`src/rtl/branch_condition_unit.sv`:
```
// Evaluates a 4-bit branch condition against O/S/C/Z once no flag write is pending.
// Latency: one cycle from accepted REQ to DONE when W_RF stays quiet; each flag write restarts the quiet window.
// Backpressure: REQ is ignored while BUSY; REQ in the DONE cycle is accepted (no queueing).
module branch_condition_unit #(
  parameter int unsigned WAIT_CYCLES = 1
) (
  input  logic       CLK,
  input  logic       RST,
  input  logic       REQ,
  input  logic [3:0] COND,
  input  logic       in_O,
  input  logic       in_S,
  input  logic       in_C,
  input  logic       in_Z,
  input  logic [2:0] W_RF,
  output logic       BUSY,
  output logic       DONE,
  output logic       TAKEN
);

  localparam logic [2:0] WAIT_LOAD = 3'(WAIT_CYCLES);

  typedef enum logic [1:0] {
    ST_IDLE = 2'd0,
    ST_WAIT = 2'd1,
    ST_EVAL = 2'd2
  } state_t;

  state_t     state;
  logic [2:0] cnt;
  logic [3:0] cond_q;
  logic       flag_write;
  logic       cond_hit;

  assign flag_write = (W_RF != 3'b000);

  // BUSY is decoded straight from the state register.
  assign BUSY = (state != ST_IDLE);

  // Condition decode; X = S^O is the signed less-than indicator.
  always_comb begin
    logic lt;
    lt       = in_S ^ in_O;
    cond_hit = 1'b0;
    case (cond_q)
      4'b0000: cond_hit = 1'b1;
      4'b0001: cond_hit = in_Z;
      4'b0010: cond_hit = ~in_Z;
      4'b0011: cond_hit = in_S;
      4'b0100: cond_hit = ~in_S;
      4'b0101: cond_hit = in_C;
      4'b0110: cond_hit = ~in_C;
      4'b0111: cond_hit = in_O;
      4'b1000: cond_hit = ~in_O;
      4'b1001: cond_hit = lt;
      4'b1010: cond_hit = ~lt;
      4'b1011: cond_hit = ~in_Z & ~lt;
      4'b1100: cond_hit = in_Z | lt;
      4'b1101: cond_hit = in_C & ~in_Z;
      4'b1110: cond_hit = ~in_C | in_Z;
      default: cond_hit = 1'b0;
    endcase
  end

  // Request sequencing: hold off sampling until the flag register has been quiet long enough.
  always_ff @(posedge CLK) begin
    if (RST) begin
      state  <= ST_IDLE;
      cnt    <= 3'd0;
      cond_q <= 4'd0;
      DONE   <= 1'b0;
      TAKEN  <= 1'b0;
    end else begin
      DONE <= 1'b0;
      case (state)
        ST_IDLE: begin
          if (REQ) begin
            cond_q <= COND;
            if (flag_write) begin
              state <= ST_WAIT;
              cnt   <= WAIT_LOAD;
            end else begin
              state <= ST_EVAL;
            end
          end
        end
        ST_WAIT: begin
          if (flag_write) begin
            cnt <= WAIT_LOAD;
          end else if (cnt == 3'd1) begin
            state <= ST_EVAL;
          end else begin
            cnt <= cnt - 3'd1;
          end
        end
        ST_EVAL: begin
          // A write landing this edge would make the sampled flags stale, so back off.
          if (flag_write) begin
            state <= ST_WAIT;
            cnt   <= WAIT_LOAD;
          end else begin
            TAKEN <= cond_hit;
            DONE  <= 1'b1;
            state <= ST_IDLE;
          end
        end
        default: begin
          state <= ST_IDLE;
        end
      endcase
    end
  end

endmodule

```
`config.mk`:
```
export PLATFORM = sky130hd
export DESIGN_NAME = branch_condition_unit
export DESIGN_NICKNAME = d
export VERILOG_FILES = /design/src/rtl/branch_condition_unit.sv
export SDC_FILE = /design/constraint.sdc
export NUM_CORES = 1
export LEC_CHECK = 0
export CELL_PAD_IN_SITES_DETAIL_PLACEMENT = 1
export CELL_PAD_IN_SITES_GLOBAL_PLACEMENT = 1
export CORE_MARGIN = 2
export CORE_UTILIZATION = 37
export CTS_CLUSTER_SIZE = 40
export DETAILED_ROUTE_END_ITERATION = 8
export GPL_TIMING_DRIVEN = 0
export PLACE_DENSITY_LB_ADDON = 0.1
export RECOVER_POWER = 50
export SLEW_MARGIN = 10
export SYNTH_ARGS = -nofsm -noshare
export SYNTH_HDL_FRONTEND = slang
export SYNTH_SLANG_ARGS = --single-unit
```
`constraint.sdc`:
```
create_clock -name CLK -period 3.5 [get_ports CLK]
set_clock_uncertainty 0.15 [all_clocks]
set_input_delay 0.525 -clock CLK [delete_from_list [all_inputs] [get_ports CLK]]
set_output_delay 0.525 -clock CLK [all_outputs]
set_load 0.01 [all_outputs]
```
==> results of run 1 <==
## power by group
group	internal, mW	total [mW]	switching, mW
registers	0.131	0.135	0.00473
logic	0.0337	0.0660	0.0323
clock network	0.0440	0.0858	0.0418
total	0.208	0.287	0.0789
## worst register-to-register path, stage by stage (launching register included)
cell     delay [ns]
dfxtp_1        0.34
inv_1          0.06
ha_1           0.17
nor2b_1        0.14
a22oi_2        0.13
o21ai_0        0.28
or4_1          0.55
a21oi_1        0.15
## synth_stat cells, types with 2 or more instances
master / n
inv_1: 6
mux2i_1: 6
buf_2: 2
nand2_1: 3
a21oi_1: 3
a31oi_1: 2
dfxtp_1: 11
nor3_1: 3
nand3b_1: 2
nor2_1: 13
ha_1: 2
## cells by family (layout without fill, tap and decap cells)
logic type | Yosys count | after routing | synth area share
multiplexers | 6 | 6 | 0.0886
XOR/XNOR | 1 | 1 | 0.0129
adder cells (fa/ha/maj) | 2 | 2 | 0.0369
AO/OA/AOI/OAI | 20 | 20 | 0.229
buffers and inverters | 11 | 31 | 0.0701
AND/OR/NAND/NOR | 30 | 30 | 0.238
flip-flops | 11 | 11 | 0.325
## stage by stage
stage	cell area (µm²)	std cells	util	power [mW]
floorplan	678	81	-	0.178
global placement	870	122	0.504	0.206
detailed placement	870	122	0.504	0.208
CTS	896	126	0.519	0.296
global route	878	126	0.509	0.302
finish	878	126	0.509	0.287
## sequential cells by signal, indices dropped and copies added, names as in the netlist
| register | count |
|---|---|
| cond_q | 4 |
| cnt | 3 |
| state | 2 |
| DONE | 1 |
| TAKEN | 1 |
## area by class of cell
class | count | area, µm² | area share
tap | 25 | 31.3 | 0.0356
buffer | 4 | 21.3 | 0.0242
inverter | 7 | 26.3 | 0.0299
multi-input combinational | 59 | 393 | 0.447
clock buffer | 4 | 26.3 | 0.0299
timing repair buffer | 16 | 160 | 0.182
sequential | 11 | 220 | 0.251
## routing by layer
layer	global-route usage	share of wire	up-vias
met5	0	0	-
met4	0.0500	0.0078	0
met3	0.0462	0.036	2
met2	0.255	0.47	10
met1	0.210	0.48	299
li1	-	-	332
## how the worst min path moves through the flow
stage,from,to,cells past startpoint
6_report,TAKEN,TAKEN,2
2_1_floorplan,cnt[2],cnt[2],2
5_1_grt,TAKEN,TAKEN,2
3_3_place_gp,TAKEN,TAKEN,2
3_5_place_dp,TAKEN,TAKEN,2
4_1_cts,TAKEN,TAKEN,2
==> impl_metrics.env, run 1 <==
export IMPL_setup_slack_ns=0.940
export IMPL_cts_hold_buf=0
export IMPL_grt_overflow=0
export IMPL_die_x_um=46.8
export IMPL_crit_end="cnt[1]"
export IMPL_setup_tns_final_ns=0
export IMPL_coreArea_um2=1730
export IMPL_synth_area_leader_cell="dfxtp_1"
export IMPL_cts_setup_buffers=0
export IMPL_hold_viol_final=0
export IMPL_grt_pass1_wl_mm=2.49
export IMPL_fin_crit_sh=0.731
export IMPL_start_util=0.393
export IMPL_synth_edf_count=0
export IMPL_pre_cts_ws_ns=1.22
export IMPL_dpl_hpwl_mm=1.21
export IMPL_cts_buffers=3
export IMPL_die_y_um=46.8
export IMPL_cpMostUsedCell="nor2_1"
export IMPL_rsz0062_at_grt="no"
export IMPL_cp_slowest_cell="o21ai_0"
export IMPL_clockRootBuffer="clkbuf_4"
export IMPL_fill_cells=228
export IMPL_clockBufferDepth=2
export IMPL_fmax_mhz=391
export IMPL_track_usage=0.160
export IMPL_async_flop_share=0
export IMPL_cp_top_family="simple AND/OR/NAND/NOR gates"
export IMPL_worstRegToRegCells=7
export IMPL_crit_type="in2reg"
export IMPL_routabilityCongestion=0.770
export IMPL_drt_iter0_drc=5
export IMPL_synth_cells=81
export IMPL_worstSetupStartpoint="W_RF[1]"
export IMPL_netlist_top_cells_area="dfxtp_1 (32%), mux2i_1 (8.9%), nor2_1 (7.2%)"
export IMPL_syn_avg_cell_area_um2=8.37
export IMPL_power_leakage_nw=0.344
export IMPL_antenna_found_initial=0
export IMPL_antenna_left=0
export IMPL_n_antenna_cell=0
export IMPL_ys_seq_elements=11
export IMPL_drv_slew=0
export IMPL_htreeDepth=1
export IMPL_hp_class="reg2reg"
export IMPL_netlist_area_um2=678
export IMPL_syn_to_final_growth_pct=29.5
export IMPL_timing_rr_end="cnt[2]"
export IMPL_worst_pin_slew_ns=0.710
export IMPL_maxSlewHeadroom=0.521
export IMPL_synth_fp_nets=97
export IMPL_reg2reg_slack_ns=1.46
export IMPL_drc=0
export IMPL_drive_gt1_frac=0.0990
export IMPL_ios=17
export IMPL_cts_sinks=11
export IMPL_synthFlopType="dfxtp_1"
export IMPL_whs_ns=0.331
export IMPL_peakVddDrop_mv=0.216
export IMPL_synth_top_area_frac=0.325
export IMPL_startpoint_type="input port"
export IMPL_crit_chain="dlygate4sd3_1 -> nor3_1 -> nor2_1 -> o21ai_0 -> mux2i_1 -> nor2_1"
export IMPL_finalCriticalPeriod_ns=2.56
export IMPL_dr_pass1_iters=3
export IMPL_routed_wl_mm=1.55
export IMPL_crit_arrival_ns=2.55
export IMPL_dieArea_um2=2190
export IMPL_port_buffers=16
export IMPL_layout_common_cells="nor2_1 (14), clkdlybuf4s50_1 (14), dfxtp_1 (11)"
export IMPL_setup_viol=0
export IMPL_rows=15
export IMPL_clock_latency_ns=0.26
export IMPL_power_density_nw_per_um2=327
export IMPL_drv_cap=0
export IMPL_post_cts_resized=0
export IMPL_worstPathMaxFanout=6
export IMPL_synth_seq_area_share=0.325
export IMPL_wl_per_cell_um=12.3
export IMPL_rr_startpoint="cnt[1]"
export IMPL_grt_max_degree=11
export IMPL_finalNetCount=118
export IMPL_yosys_warnings=0
export IMPL_viasPerCell=5.10
export IMPL_critPathBufInv=1
export IMPL_worstPathRequired_ns=3.49
export IMPL_outcome="finished, final reports clean"
export IMPL_slowest_delay_ns=0.59
export IMPL_endpoint_kind="flop"
export IMPL_cts_clk_slew_worst_paths_ns=0.07
export IMPL_ys_types=39
export IMPL_tritoncts="yes"
export IMPL_grt_pass1_vias=602
export IMPL_path_depth=6
export IMPL_vias=643
(Power assumes the default switching activity.)
==> inputs of run 2 (changes only) <==
Settings changed: CORE_UTILIZATION 37 to 31.
Clock period 3.5 ns to 2.21 ns, I/O delays scaled along.
==> run 2 against run 1 <==
- first-iteration DRC count is 20% higher
- global-route usage is 0.99 points lower
- core utilization is 6.6 points lower
- worst hold slack better by 0.0033 ns
- sequential share of layout area is 0.49 points lower
- critical path depth is 4 lower
- cell count is 1.6% higher
- sequential power is 59% higher
- cell area is 2.0% higher
- die area is 18% higher
- critical path type is now reg2out
- clock power is 74% higher
- count of clock-buffer cells in the layout stayed put
==> impl_metrics.env, run 2 (synthesis results as in run 1) <==
export IMPL_drv_cap=0
export IMPL_drv_slew=0
export IMPL_power_frac_seq=0.454
export IMPL_hp_class="reg2reg"
export IMPL_instances_no_fill=128
export IMPL_finalNetCount=118
export IMPL_start_util=0.335
export IMPL_fmax_mhz=521
export IMPL_dpl_hpwl_mm=1.25
export IMPL_rsz0062_at_grt="no"
export IMPL_vias=651
export IMPL_crit_arrival_ns=1.44
export IMPL_clockBufferDepth=2
export IMPL_n_antenna_cell=0
export IMPL_antenna_found_initial=0
export IMPL_dr_pass1_iters=3
export IMPL_wl_per_cell_um=12.6
export IMPL_hold_viol_final=0
export IMPL_top_regs="cond_q: 4 flops, cnt: 3 flops, state: 2 flops"
export IMPL_cts_sinks=11
export IMPL_cts_hold_buf=0
export IMPL_layout_common_cells="clkdlybuf4s50_1 (16), nor2_1 (14), dfxtp_1 (11)"
export IMPL_die_y_um=50.8
export IMPL_tritoncts="yes"
export IMPL_worstPathMaxFanout=6
export IMPL_coreArea_um2=2020
export IMPL_crit_chain="or2_2 -> clkdlybuf4s50_1"
export IMPL_maxSlewHeadroom=0.695
export IMPL_grt_use_met1=0.202
export IMPL_power_frac_clock=0.315
export IMPL_power_switching_uw=140
export IMPL_cp_slowest_cell="clkdlybuf4s50_1"
export IMPL_finalCriticalPeriod_ns=1.92
export IMPL_p_int_uw=333
export IMPL_routabilityCongestion=0.766
export IMPL_endpoint_kind="output port"
export IMPL_grt_pass1_vias=641
export IMPL_ios=17
export IMPL_grt_pass1_wl_mm=2.82
export IMPL_drt_iter0_drc=6
export IMPL_post_cts_resized=0
export IMPL_drc=0
export IMPL_routed_wl_mm=1.62
export IMPL_worstPathRequired_ns=1.73
export IMPL_die_x_um=50.8
export IMPL_slowest_delay_ns=0.48
export IMPL_port_buffers=16
export IMPL_final_common_cell="clkdlybuf4s50_1"
export IMPL_comb_power_share=0.231
export IMPL_clockRootBuffer="clkbuf_4"
export IMPL_htreeDepth=1
export IMPL_grt_max_degree=11
export IMPL_fin_crit_sh=0.869
export IMPL_outcome="finished, final reports clean"
export IMPL_drive_gt1_frac=0.119
export IMPL_syn_to_final_growth_pct=32.1
export IMPL_use_met2=0.219
export IMPL_sw_frac_of_total=0.297
export IMPL_antenna_left=0
export IMPL_grt_overflow=0
export IMPL_peakVddDrop_mv=0.289
export IMPL_startpoint_type="flop"
export IMPL_viasPerCell=5.09
export IMPL_use_met3=0.0268
export IMPL_power_leakage_nw=0.349
export IMPL_placed_cells=124
export IMPL_busiest_layer="met2"
export IMPL_largest_register_ffs=4
export IMPL_setup_viol=0
export IMPL_cts_clk_slew_worst_paths_ns=0.08
export IMPL_crit_type="reg2out"
export IMPL_clock_latency_ns=0.27
export IMPL_rows=16
export IMPL_cts_setup_buffers=0
export IMPL_regMostFlops="cond_q"
export IMPL_cts_buffers=3
export IMPL_dieArea_um2=2580
export IMPL_power_density_nw_per_um2=528
export IMPL_track_usage=0.150
export IMPL_worst_pin_slew_ns=0.456
export IMPL_setup_tns_final_ns=0
## run 2: cell types whose count changed in the layout (fill, tap and decap cells not counted), sizes merged
cell | previous run | this run
clkdlybuf4s50 | 14 | 16
dlygate4sd3 | 2 | 0
## run 2: worst paths after layout
| kind | from | end | slack, ns | cells past startpoint |
|---|---|---|---|---|
| setup / recovery | state[0] | BUSY | 0.29 | 2 |
| hold / removal | TAKEN | TAKEN | 0.33 | 2 |
| setup reg to reg | cnt[1] | cnt[2] | 0.39 | 7 |
| hold reg to reg | TAKEN | TAKEN | 0.33 | 2 |
## run 2: layout make-up
cell class / instances / area (µm²)
plain buffers: 4 / 21.3
clock buffers: 4 / 26.3
fillers: 249 / 1130
well taps: 27 / 33.8
multi-input cells: 59 / 408
inverters: 7 / 26.3
flip-flops and latches: 11 / 220
repair buffers: 16 / 160
## run 2: worst max-delay path, delay by kind of cell, from the launching register on
| family | cells | cell delay [ns] |
|---|---|---|
| simple gates | 1 | 0.31 |
| buf+inv | 1 | 0.48 |
| flops | 1 | 0.38 |
## run 2: power groups by stage
stage	clock [mW]	sequential [mW]	combinational (mW)
3_5_place_dp	0	0.219	0.112
2_1_floorplan	0	0.218	0.0647
6_report	0.149	0.215	0.109
4_1_cts	0.155	0.215	0.112
5_1_grt	0.163	0.216	0.123
3_3_place_gp	0	0.219	0.109
## run 2: metrics by stage
step | hold WS (ns) | util | total power [mW] | cell area (µm²) | setup WS [ns]
finish | 0.334 | 0.443 | 0.473 | 896 | 0.290
CTS | 0.335 | 0.444 | 0.482 | 898 | 0.262
floorplan | 0.261 | - | 0.282 | 678 | 0.501
global placement | 0.315 | 0.431 | 0.328 | 872 | 0.111
detailed placement | 0.324 | 0.431 | 0.331 | 872 | 0.0954
global route | 0.380 | 0.443 | 0.502 | 896 | 0.213
## run 2: layer usage
| metal | routed length [µm] | part of all wire |
|---|---|---|
| met2 | 712 | 0.44 |
| met5 | 0 | 0 |
| met1 | 805 | 0.50 |
| met4 | 36 | 0.022 |
| met3 | 61 | 0.038 |
==> inputs of run 3 (changes only) <==
Settings changed: CORE_UTILIZATION 31 to 34.
Clock period 2.21 ns to 2 ns, I/O delays scaled along.
==> run 3 against run 2 <==
- global-route usage is 0.23 points higher
- non-clock buffer count did not move
- count of clock-buffer cells in the layout shrank 1
- setup slack got worse by 0.20 ns
- via count increased by 2.8%
- sequential share of layout area is essentially flat
- critical path depth did not move
- die area is 8.1% lower
- sequential power is 10% higher
- cell count did not move
- critical path type unchanged
==> impl_metrics.env, run 3 (synthesis results as in run 1) <==
export IMPL_fmax_mhz=524
export IMPL_die_y_um=48.7
export IMPL_cts_sinks=11
export IMPL_clockRootBuffer="clkbuf_4"
export IMPL_cts_hold_buf=0
export IMPL_multiInputGateArea_um2=408
export IMPL_die_x_um=48.7
export IMPL_grt_max_degree=11
export IMPL_min_to="TAKEN"
export IMPL_crit_type="reg2out"
export IMPL_hold_viol_final=0
export IMPL_power_leakage_nw=0.358
export IMPL_routed_wl_mm=1.56
export IMPL_track_usage=0.153
export IMPL_peakVddDrop_mv=0.267
export IMPL_grt_pass1_vias=634
export IMPL_seq_area_um2=220
export IMPL_worst_pin_slew_ns=0.450
export IMPL_fin_util=0.467
export IMPL_top_regs="cond_q: 4 flops, cnt: 3 flops, state: 2 flops"
export IMPL_hp_class="reg2reg"
export IMPL_wl_per_cell_um=12.2
export IMPL_maxSlewHeadroom=0.700
export IMPL_antenna_left=0
export IMPL_cts_buffers=3
export IMPL_layout_common_cells="nor2_1 (14), clkdlybuf4s50_1 (14), dfxtp_1 (11)"
export IMPL_start_util=0.353
export IMPL_startpoint_type="flop"
export IMPL_port_buffers=16
export IMPL_power_density_nw_per_um2=574
export IMPL_fin_crit_sh=0.954
export IMPL_fill_cells=248
export IMPL_timing_rr_end="cnt[2]"
export IMPL_crit_chain="or2_2 -> clkdlybuf4s50_1"
export IMPL_grt_pass1_wl_mm=2.84
export IMPL_viasPerCell=5.23
export IMPL_n_antenna_cell=0
export IMPL_grt_overflow=0
export IMPL_hp_start="TAKEN"
export IMPL_largest_register_ffs=4
export IMPL_ios=17
export IMPL_cts_setup_buffers=0
export IMPL_setup_viol=0
export IMPL_regMostFlops="cond_q"
export IMPL_hold_depth=2
export IMPL_crit_arrival_ns=1.46
export IMPL_clockBufferDepth=2
export IMPL_worstPathMaxFanout=6
export IMPL_syn_to_final_growth_pct=32.3
export IMPL_worstRegToRegCells=7
export IMPL_dieArea_um2=2370
export IMPL_dr_pass1_iters=2
export IMPL_drive_gt1_frac=0.129
export IMPL_antenna_found_initial=0
export IMPL_tritoncts="yes"
export IMPL_rsz0062_at_grt="no"
export IMPL_rr_startpoint="cnt[1]"
export IMPL_design_area_um2=897
export IMPL_cts_clk_slew_worst_paths_ns=0.08
export IMPL_drv_cap=0
export IMPL_drv_slew=0
export IMPL_cp_slowest_cell="clkdlybuf4s50_1"
export IMPL_worstPathRequired_ns=1.55
export IMPL_routabilityCongestion=0.797
export IMPL_post_cts_resized=0
export IMPL_reg2reg_slack_ns=0.16
export IMPL_slowest_delay_ns=0.49
export IMPL_clock_latency_ns=0.27
export IMPL_finalNetCount=118
export IMPL_finalCriticalPeriod_ns=1.91
export IMPL_coreArea_um2=1920
export IMPL_rows=16
export IMPL_drc=0
export IMPL_vias=669
export IMPL_outcome="finished, final reports clean"
export IMPL_htreeDepth=1
export IMPL_placed_area_um2=872
export IMPL_endpoint_kind="output port"
export IMPL_drt_iter0_drc=3
export IMPL_dpl_hpwl_mm=1.25
run 3: report_power, final:
part	total, mW	leakage (nW)	switching, mW	internal, mW
clock network	0.157	0.0177	0.0834	0.0741
logic	0.121	0.251	0.0592	0.0613
registers	0.237	0.0900	0.00856	0.229
total	0.515	0.358	0.151	0.364
run 3: how the worst max path moves through the flow:
stage | slack, ns | start | cells past startpoint | to
finish | 0.09 | state[1] | 2 | BUSY
detailed placement | -0.08 | in_S | 6 | TAKEN
floorplan | 0.29 | cnt[1] | 7 | cnt[2]
CTS | 0.07 | state[0] | 2 | BUSY
global route | 0.01 | state[1] | 2 | BUSY
global placement | -0.05 | in_S | 6 | TAKEN
run 3: per-layer routing:
metal | vias to the layer above | wire length (µm) | track usage | share of wire
met2 | 14 | 727 | 0.226 | 0.47
li1 | 332 | - | - | -
met5 | - | 0 | 0 | 0
met1 | 321 | 751 | 0.204 | 0.48
met3 | 2 | 70 | 0.0525 | 0.045
met4 | 0 | 13 | 0.0571 | 0.0083
run 3: worst max-delay path, delay by kind of cell, from the launching register on:
kind                   cells  cell delay [ns]
buffers and inverters      1             0.49
AND/OR/NAND/NOR            1             0.33
flip-flops                 1             0.37
run 3: through the flow:
step	setup TNS (ns)	total power, mW	hold WS, ns	worst slack, ns	std cells
after floorplan	0	0.312	0.229	0.291	81
after global placement	-0.0523	0.361	0.315	-0.0523	124
after detailed placement	-0.105	0.366	0.321	-0.0799	124
after CTS	0	0.525	0.333	0.0651	128
after global routing	0	0.553	0.357	0.0107	128
final	0	0.515	0.323	0.0922	128
run 3: area by class of cell:
cell class              count  area share
plain buffers               4      0.0237
clock buffers               3      0.0251
clock inverters             1     0.00558
inverters                   7      0.0293
multi-input cells          59       0.455
flip-flops and latches     11       0.245
well taps                  27      0.0377
repair buffers             16       0.179
